<file path="src/rtl/mdu_pkg.sv">
// mdu_pkg: opcode encodings, FSM state type and opcode decode shared by the
// iterative multiply/divide unit.
package mdu_pkg;

    localparam logic [3:0] MDU_MULT  = 4'd0;
    localparam logic [3:0] MDU_MULTU = 4'd1;
    localparam logic [3:0] MDU_DIV   = 4'd2;
    localparam logic [3:0] MDU_DIVU  = 4'd3;
    localparam logic [3:0] MDU_MADD  = 4'd4;
    localparam logic [3:0] MDU_MADDU = 4'd5;
    localparam logic [3:0] MDU_MSUB  = 4'd6;
    localparam logic [3:0] MDU_MSUBU = 4'd7;

    typedef enum logic [1:0] {
        IDLE,
        MUL,
        DIV,
        FIX
    } mdu_state_e;

    typedef struct packed {
        logic is_signed;
        logic is_div;
        logic is_acc;
    } mdu_dec_t;

    function automatic mdu_dec_t mdu_decode(input logic [3:0] op);
        mdu_dec_t d;
        d.is_signed = (op == MDU_MULT) || (op == MDU_DIV) ||
                      (op == MDU_MADD) || (op == MDU_MSUB);
        d.is_div    = (op == MDU_DIV) || (op == MDU_DIVU);
        d.is_acc    = (op >= MDU_MADD) && (op <= MDU_MSUBU);
        return d;
    endfunction

endpackage

</file>
<file path="src/rtl/mdu_div_step.sv">
// mdu_div_step: one restoring-division step; shifts the next dividend bit into
// the partial remainder and subtracts the divisor when it fits.
module mdu_div_step #(
    parameter int WIDTH = 32
) (
    input  logic [WIDTH-1:0] rem_i,
    input  logic [WIDTH-1:0] divisor_i,
    input  logic             bit_i,
    output logic [WIDTH-1:0] rem_o,
    output logic             q_o
);
    logic [WIDTH:0] shifted;
    logic [WIDTH:0] trial;

    // NOTE: every output is assigned on every path, so no latch is inferred.
    always_comb begin
        shifted = {rem_i, bit_i};
        trial   = shifted - {1'b0, divisor_i};
        // rem_i < divisor_i always holds, so a borrow out of bit WIDTH means "does not fit".
        q_o     = ~trial[WIDTH];
        rem_o   = q_o ? trial[WIDTH-1:0] : shifted[WIDTH-1:0];
    end

endmodule

</file>
<file path="src/rtl/mdu_iter.sv">
// mdu_iter: iterative radix-2 multiply/divide unit owning the HI/LO registers.
// Define MDU_MADD_EN to enable the multiply-accumulate ops (MADD/MADDU/MSUB/MSUBU).
module mdu_iter
    import mdu_pkg::*;
#(
    parameter int WIDTH = 32
) (
    input  logic             clk,
    input  logic             reset,
    input  logic             Req,
    input  logic [WIDTH-1:0] SrcA,
    input  logic [WIDTH-1:0] SrcB,
    input  logic             Start,
    input  logic [3:0]       MDUOp,
    input  logic             HIWrite,
    input  logic             LOWrite,
    input  logic             HIRead,
    input  logic             LORead,
    output logic             Busy,
    output logic [WIDTH-1:0] Result,
    output logic             DivZero
);
    localparam int CW = $clog2(WIDTH);

    mdu_state_e         state_q;
    logic [WIDTH-1:0]   hi_q, lo_q, a_q, b_q;
    logic [2*WIDTH-1:0] prod_q;
    logic [CW-1:0]      cnt_q;
    logic               neg_q, rneg_q, is_div_q, divzero_q;
`ifdef MDU_MADD_EN
    logic               acc_q, sub_q;
`endif

    mdu_dec_t           dec_in;
    logic               op_valid, accept, start_ok;
    logic [WIDTH-1:0]   a_abs, b_abs;
    logic [WIDTH:0]     mul_sum;
    logic [2*WIDTH-1:0] prod_mul_d, prod_div_d, prod_fix, hilo_d;
    logic [WIDTH-1:0]   div_rem, quo_fix, rem_fix;
    logic               div_qbit;

    mdu_div_step #(.WIDTH(WIDTH)) u_div_step (
        .rem_i     (prod_q[2*WIDTH-1:WIDTH]),
        .divisor_i (b_q),
        .bit_i     (prod_q[WIDTH-1]),
        .rem_o     (div_rem),
        .q_o       (div_qbit)
    );

    always_comb begin
        dec_in   = mdu_decode(MDUOp);
`ifdef MDU_MADD_EN
        op_valid = !MDUOp[3];
`else
        op_valid = !MDUOp[3] && !dec_in.is_acc;
`endif
        accept   = (state_q == IDLE) && !Req;
        start_ok = accept && Start && op_valid;
        a_abs    = (dec_in.is_signed && SrcA[WIDTH-1]) ? -SrcA : SrcA;
        b_abs    = (dec_in.is_signed && SrcB[WIDTH-1]) ? -SrcB : SrcB;

        // Multiplier sits in the low half and shifts out LSB-first as the product grows.
        mul_sum    = {1'b0, prod_q[2*WIDTH-1:WIDTH]} + {1'b0, a_q & {WIDTH{prod_q[0]}}};
        prod_mul_d = {mul_sum, prod_q[WIDTH-1:1]};
        // Dividend shifts out of the low half MSB-first while quotient bits shift in.
        prod_div_d = {div_rem, prod_q[WIDTH-2:0], div_qbit};

        prod_fix = neg_q  ? -prod_q : prod_q;
        quo_fix  = neg_q  ? -prod_q[WIDTH-1:0] : prod_q[WIDTH-1:0];
        rem_fix  = rneg_q ? -prod_q[2*WIDTH-1:WIDTH] : prod_q[2*WIDTH-1:WIDTH];
        if (is_div_q) begin
            hilo_d = {rem_fix, quo_fix};
        end
`ifdef MDU_MADD_EN
        else if (acc_q) begin
            hilo_d = sub_q ? {hi_q, lo_q} - prod_fix : {hi_q, lo_q} + prod_fix;
        end
`endif
        else begin
            hilo_d = prod_fix;
        end
    end

    assign Busy    = (state_q != IDLE) || start_ok;
    assign DivZero = divzero_q;
    assign Result  = HIRead ? hi_q : (LORead ? lo_q : '0);

    // NOTE: state uses non-blocking assignments so every register samples pre-edge values.
    always_ff @(posedge clk or posedge reset) begin
        if (reset) begin
            state_q   <= IDLE;
            hi_q      <= '0;
            lo_q      <= '0;
            a_q       <= '0;
            b_q       <= '0;
            prod_q    <= '0;
            cnt_q     <= '0;
            neg_q     <= 1'b0;
            rneg_q    <= 1'b0;
            is_div_q  <= 1'b0;
            divzero_q <= 1'b0;
`ifdef MDU_MADD_EN
            acc_q     <= 1'b0;
            sub_q     <= 1'b0;
`endif
        end else begin
            case (state_q)
                IDLE: begin
                    if (start_ok) begin
                        a_q      <= a_abs;
                        b_q      <= b_abs;
                        prod_q   <= {{WIDTH{1'b0}}, dec_in.is_div ? a_abs : b_abs};
                        neg_q    <= dec_in.is_signed & (SrcA[WIDTH-1] ^ SrcB[WIDTH-1]);
                        rneg_q   <= dec_in.is_signed & SrcA[WIDTH-1];
                        is_div_q <= dec_in.is_div;
                        cnt_q    <= CW'(WIDTH - 1);
`ifdef MDU_MADD_EN
                        acc_q    <= dec_in.is_acc;
                        sub_q    <= (MDUOp == MDU_MSUB) || (MDUOp == MDU_MSUBU);
`endif
                        if (dec_in.is_div && (SrcB == '0)) begin
                            divzero_q <= 1'b1;
                            state_q   <= FIX;
                        end else begin
                            state_q <= dec_in.is_div ? DIV : MUL;
                        end
                    end else if (accept && HIWrite) begin
                        hi_q <= SrcA;
                    end else if (accept && LOWrite) begin
                        lo_q <= SrcA;
                    end
                end
                MUL: begin
                    prod_q <= prod_mul_d;
                    cnt_q  <= cnt_q - 1'b1;
                    if (cnt_q == '0) state_q <= FIX;
                end
                DIV: begin
                    prod_q <= prod_div_d;
                    cnt_q  <= cnt_q - 1'b1;
                    if (cnt_q == '0) state_q <= FIX;
                end
                FIX: begin
                    if (!divzero_q) {hi_q, lo_q} <= hilo_d;
                    divzero_q <= 1'b0;
                    state_q   <= IDLE;
                end
                default: state_q <= IDLE;
            endcase
        end
    end

endmodule

</file>
<file path="config.mk">
export PLATFORM = sky130hd
export DESIGN_NAME = mdu_iter
export DESIGN_NICKNAME = d
export VERILOG_FILES = /design/src/rtl/mdu_pkg.sv /design/src/rtl/mdu_div_step.sv /design/src/rtl/mdu_iter.sv
export SDC_FILE = /design/constraint.sdc
export NUM_CORES = 1
export LEC_CHECK = 0
export CAP_MARGIN = 5
export CORE_MARGIN = 2
export CORE_UTILIZATION = 40
export DETAILED_ROUTE_END_ITERATION = 16
export PLACE_DENSITY = 0.69
export REMOVE_ABC_BUFFERS = 1
export SKIP_CTS_REPAIR_TIMING = 1
export SLEW_MARGIN = 20
export SYNTH_ARGS = -nofsm -noshare
export SYNTH_HDL_FRONTEND = slang
export SYNTH_SLANG_ARGS = --single-unit
</file>
<file path="constraint.sdc">
create_clock -name clk -period 9.1 [get_ports clk]
set_input_delay 2.275 -clock clk [delete_from_list [all_inputs] [get_ports clk]]
set_output_delay 2.275 -clock clk [all_outputs]
set_load 0.02 [all_outputs]
</file>
After elaboration in Yosys (flattened, before gate mapping):

Index checks and enable logic that the tools add are counted.

* input bits: 76
* register bits after elaboration: 203

* add/sub/neg operators: 8
* bitwise logic cells: 5
* mux-type cells: 31
* order comparisons: 2
* equality and inequality tests: 15
* reduce and logical (&&, ||, !) cells: 34

Operator list (number)
* 32-bit two-way mux: 15
* 64-bit two-way mux: 3
* 64-bit case mux with 3 select lines: 1
* 32-bit negation: 4
* 32-bit case mux with 2 select lines: 2
* 64-bit negation: 1
* 32-bit by 32-bit adder with 33-bit output: 1
* 33-bit by 32-bit subtractor with 33-bit output: 1
* 32-bit AND: 1
* 32-bit logical NOT: 1
* 1-bit logical AND: 10
* 5-bit case mux with 2 select lines: 1
* 4-bit by 2-bit equality test with 1-bit output (second input constant): 2
* 4-bit by 3-bit equality test with 1-bit output (second input constant): 2
* 2-bit two-way mux: 4
* 2-bit by 1-bit != test with 1-bit output (second input constant): 4
* 2-bit != test (second input constant): 4
* 2-bit AND reduction: 4
* 2-bit case mux with 3 select lines: 1
* 2-bit nonzero test: 3
* 5-bit logical NOT: 1
* 1-bit logical OR: 5
* 5-bit two-way mux: 1
* 5-bit AND reduction: 1
* other kinds (17): 22

Longest topological paths before layout:

* depth after elaboration: 9
* depth in mapped cells: 15
* gate-level depth less buffers: 13

Modules after synthesis:

A second synthesis with hierarchy kept.

* cells, all modules: 2082
* area, all modules: 16697.3 um2

Modules (own cells, without submodules)
* mdu_iter: seq. area each 5079.9 um2, cells each 1777, area each 14338.8 um2, instances 1
* mdu_div_step: seq. area each 0.0 um2, cells each 305, area each 2358.5 um2, instances 1

Worst setup path before layout:

OpenSTA, ideal clock, no wires.

* kind: in2out
* start: input port HIRead
* end: output port Result[23]
* required time: 6.825 ns
* buffers on the path: 2
* data arrival time: 3.127 ns
* path slack: 3.698 ns
* stages: 3
* path through: clkbuf_1 -> clkbuf_1 -> o21ai_0

* word-level cells in the longest chain between the ends: 1

RTL lines
* from (decl): line mdu_iter.sv:17 `input logic HIRead,`
* 32-bit two-way mux: line mdu_iter.sv:86 `assign Result = HIRead ? hi_q : (LORead ? lo_q : '0);`
* to (decl): line mdu_iter.sv:20 `output logic [WIDTH-1:0] Result,`

Every way passes these cells.

Final worst setup path:

* start: input port MDUOp[3]
* end: output port Busy

* word-level cells in the longest chain between the ends: 6
* elaborated cells on any way between the ends: 8
* those cells by class: order compare: 2; reduce/logical: 6

RTL lines
* from (decl): line mdu_iter.sv:14 `input logic [3:0] MDUOp,`
* 4-bit by 3-bit greater-or-equal comparator with 1-bit output or 4-bit by 3-bit less-or-equal comparator with 1-bit output (tied branches): line mdu_pkg.sv:32 `d.is_acc = (op >= MDU_MADD) && (op <= MDU_MSUBU);`
* 1-bit logical AND: line mdu_pkg.sv:32
* 1-bit logical NOT: line mdu_iter.sv:55 `op_valid = !MDUOp[3] && !dec_in.is_acc;`
* 1-bit logical AND *: line mdu_iter.sv:55
* 1-bit logical AND *: line mdu_iter.sv:58 `start_ok = accept && Start && op_valid;`
* 1-bit logical OR *: line mdu_iter.sv:84 `assign Busy = (state_q != IDLE) || start_ok;`
* to (decl): line mdu_iter.sv:19 `output logic Busy,`

Mark *: on every way between the ends. The rest lies on a longest branch, timed or not.

==> metrics.csv <==
metric,value,unit
final setup fails,0,
num rows,74,
TritonCTS buffer count,24,
Via-to-Cell Ratio,5.95,
cells after synthesis,2062,
post-synth cell types,84,
most frequent cells after synthesis,"nand2_1 (334), o21ai_0 (253), dfrtp_1 (203), a21oi_1 (128), nor2_1 (120)",
Max VDD drop,0.408,mV
layout cells sized above 1,4.86,%
Lkg Pwr,8.21,nW
Final Max Tran Viols,0,
Die W,206,µm
gpl congestion,0.982,
number of global-route vias before repair,14900,
"Async S/R FF share, synth",100,%
Tot GR Track Use,25.2,%
Yosys reg bits,203,
Die Y,206,µm
first-pass GRT wire length,83700,µm
first-pass iteration count of the detailed router,8,
Post-Route WL,53900,µm
Final Cell Area,18500,µm²
pre-CTS setup slack,2.40,ns
worst setup path category,in -> out,
Clock Skews,0.0177,ns
final hold violations,0,
area of the core,40600,µm²
Non-Filler Instances,2632,
Initial Util,40.3,%
"Max FO, Critical Path",8,
GRT overflow,0,
Final period util,74.9,%
clock root buffer,clkbuf_16,
antenna cells,0,
Skew-Pair Late Insertion Delay,0.56,ns
Max Cap Viol,0,
FF-to-FF setup slack,4.30,ns
Final ANT Viol Nets,0,
setup TNS,0,ns
die area,42500,µm²
crit path launch type,primary input,
DR WL/cell,20.5,µm
vias,15700,
worst hold path type,reg -> reg,
Syn Area/Cell,7.92,µm²
Setup crit end kind,output port,
final worst slack,2.28,ns
most area-consuming cells after synthesis,"dfrtp_1 (31%), o21ai_0 (7.8%), nand2_1 (7.7%)",
"count leader, synth",nand2_1,
largest area contributor in the netlist,dfrtp_1,
relative slew slack,27.6,%
fin crit period,6.82,ns
CP required,6.83,ns
Synth Flop Type,dfrtp_1,
Clock Path Buffers,3,
status,"finished, final reports clean",
PortBufs,109,
largest net degree at the start of global routing,125,
f_max,0.147,GHz
worst-margin pin slew,1.09,ns
placed cells,2588,
YS warnings,0,
Post-synth EDFFs,0,
crit path DAT,4.54,ns
Worst-path clk slew,0.06,ns
dpl cell area,17700,µm²
CTS sink count,203,
Design Power,0.00587,W
antenna violations before repair,0,
I/O Pins,110,
1st-iter DRT viols,1398,
sequential area share after synthesis,31.1,%
# DRC,0,
synth-to-layout area growth,13.4,%
RSZ-0062 raised after global routing,no,
Yosys top cell area share,31.1,%
NumNets Final,2235,
mapped cell area,16300,µm²
CTS tree,built,
Post-DP HPWL,40300,µm
pwr dens,317,nW/µm²
H-tree levels,1,
-- cell families after synthesis --
logic type | count (synthesis) | share of synthesized area (%)
AOI/OAI and AO/OA | 668 | 25.8
xor gates and xnor gates | 170 | 9.12
adders and majority gates | 77 | 5.99
buffers and inverters | 203 | 4.76
DFF | 203 | 31.1
muxes | 55 | 3.39
and+or+nand+nor | 686 | 19.9
-- area by class of cell --
| cell class | count | area (µm²) |
|---|---|---|
| clock buffer | 33 | 674 |
| clock inverter | 11 | 93.8 |
| fill | 4045 | 22000 |
| inverter | 74 | 285 |
| multi-input combinational | 1656 | 10500 |
| sequential | 203 | 5080 |
| tap | 532 | 666 |
| timing repair buffer | 123 | 1200 |
-- metal layers --
| layer | vias to the layer above | routed length, µm | global-route usage (%) |
|---|---|---|---|
| met4 | 0 | 2130 | 8.80 |
| li1 | 7412 | - | - |
| met1 | 7525 | 23100 | 33.3 |
| met2 | 595 | 24700 | 41.2 |
| met3 | 125 | 3870 | 4.67 |
| met5 | - | 0 | 0 |
-- cell usage in the layout, fill, tap and decap left out, drive strengths merged, types with 21 or more instances in the layout --
cell type,n
o221ai,26
xor2,75
a31oi,28
a21oi,128
xnor2,95
nor4,26
clkbuf,33
dfrtp,203
clkdlybuf4s50,108
ha,75
a21o,52
mux2i,53
nand3,21
nor2,122
o21ai,256
nand2,334
inv,73
a211oi,31
and2,44
nor3,33
-- stage by stage --
step                hold slack (ns)  util [%]
CTS                           0.478      45.6
detailed placement            0.463      43.7
finish                        0.473      45.7
global route                  0.486      45.7
global placement              0.457      43.7
floorplan                     0.438         -
-- where the power goes --
| group | internal (W) | total [W] | switching (W) |
|---|---|---|---|
| Sequential | 0.00126 | 0.00163 | 0.000375 |
| Clock | 0.000547 | 0.000962 | 0.000415 |
| Combinational | 0.00125 | 0.00327 | 0.00202 |
| Total | 0.00305 | 0.00587 | 0.00281 |
-- worst paths after layout --
kind,start,to,depth (start not counted)
max in group asynchronous,reset,prod_q[35],3
worst max-delay path,MDUOp[3],Busy,5
worst min register to register,a_q[31],a_q[31],2
worst max register to register,prod_q[0],hi_q[4],11
worst min-delay path,a_q[31],a_q[31],2
min in group asynchronous,reset,hi_q[25],2
-- registers in the layout, summed over array words and instances (netlist names), 2 cells and up --
name     flops
a_q         32
prod_q      64
state_q      2
b_q         32
cnt_q        5
hi_q        32
lo_q        32
-- worst max-delay path, cell delays in order --
cell	delay, ns
clkdlybuf4s50_1	0.45
nor2_1	0.60
nand4b_1	0.24
nand2_1	0.30
clkdlybuf4s50_1	0.67
Note: power is estimated with default switching activity, not from simulation.
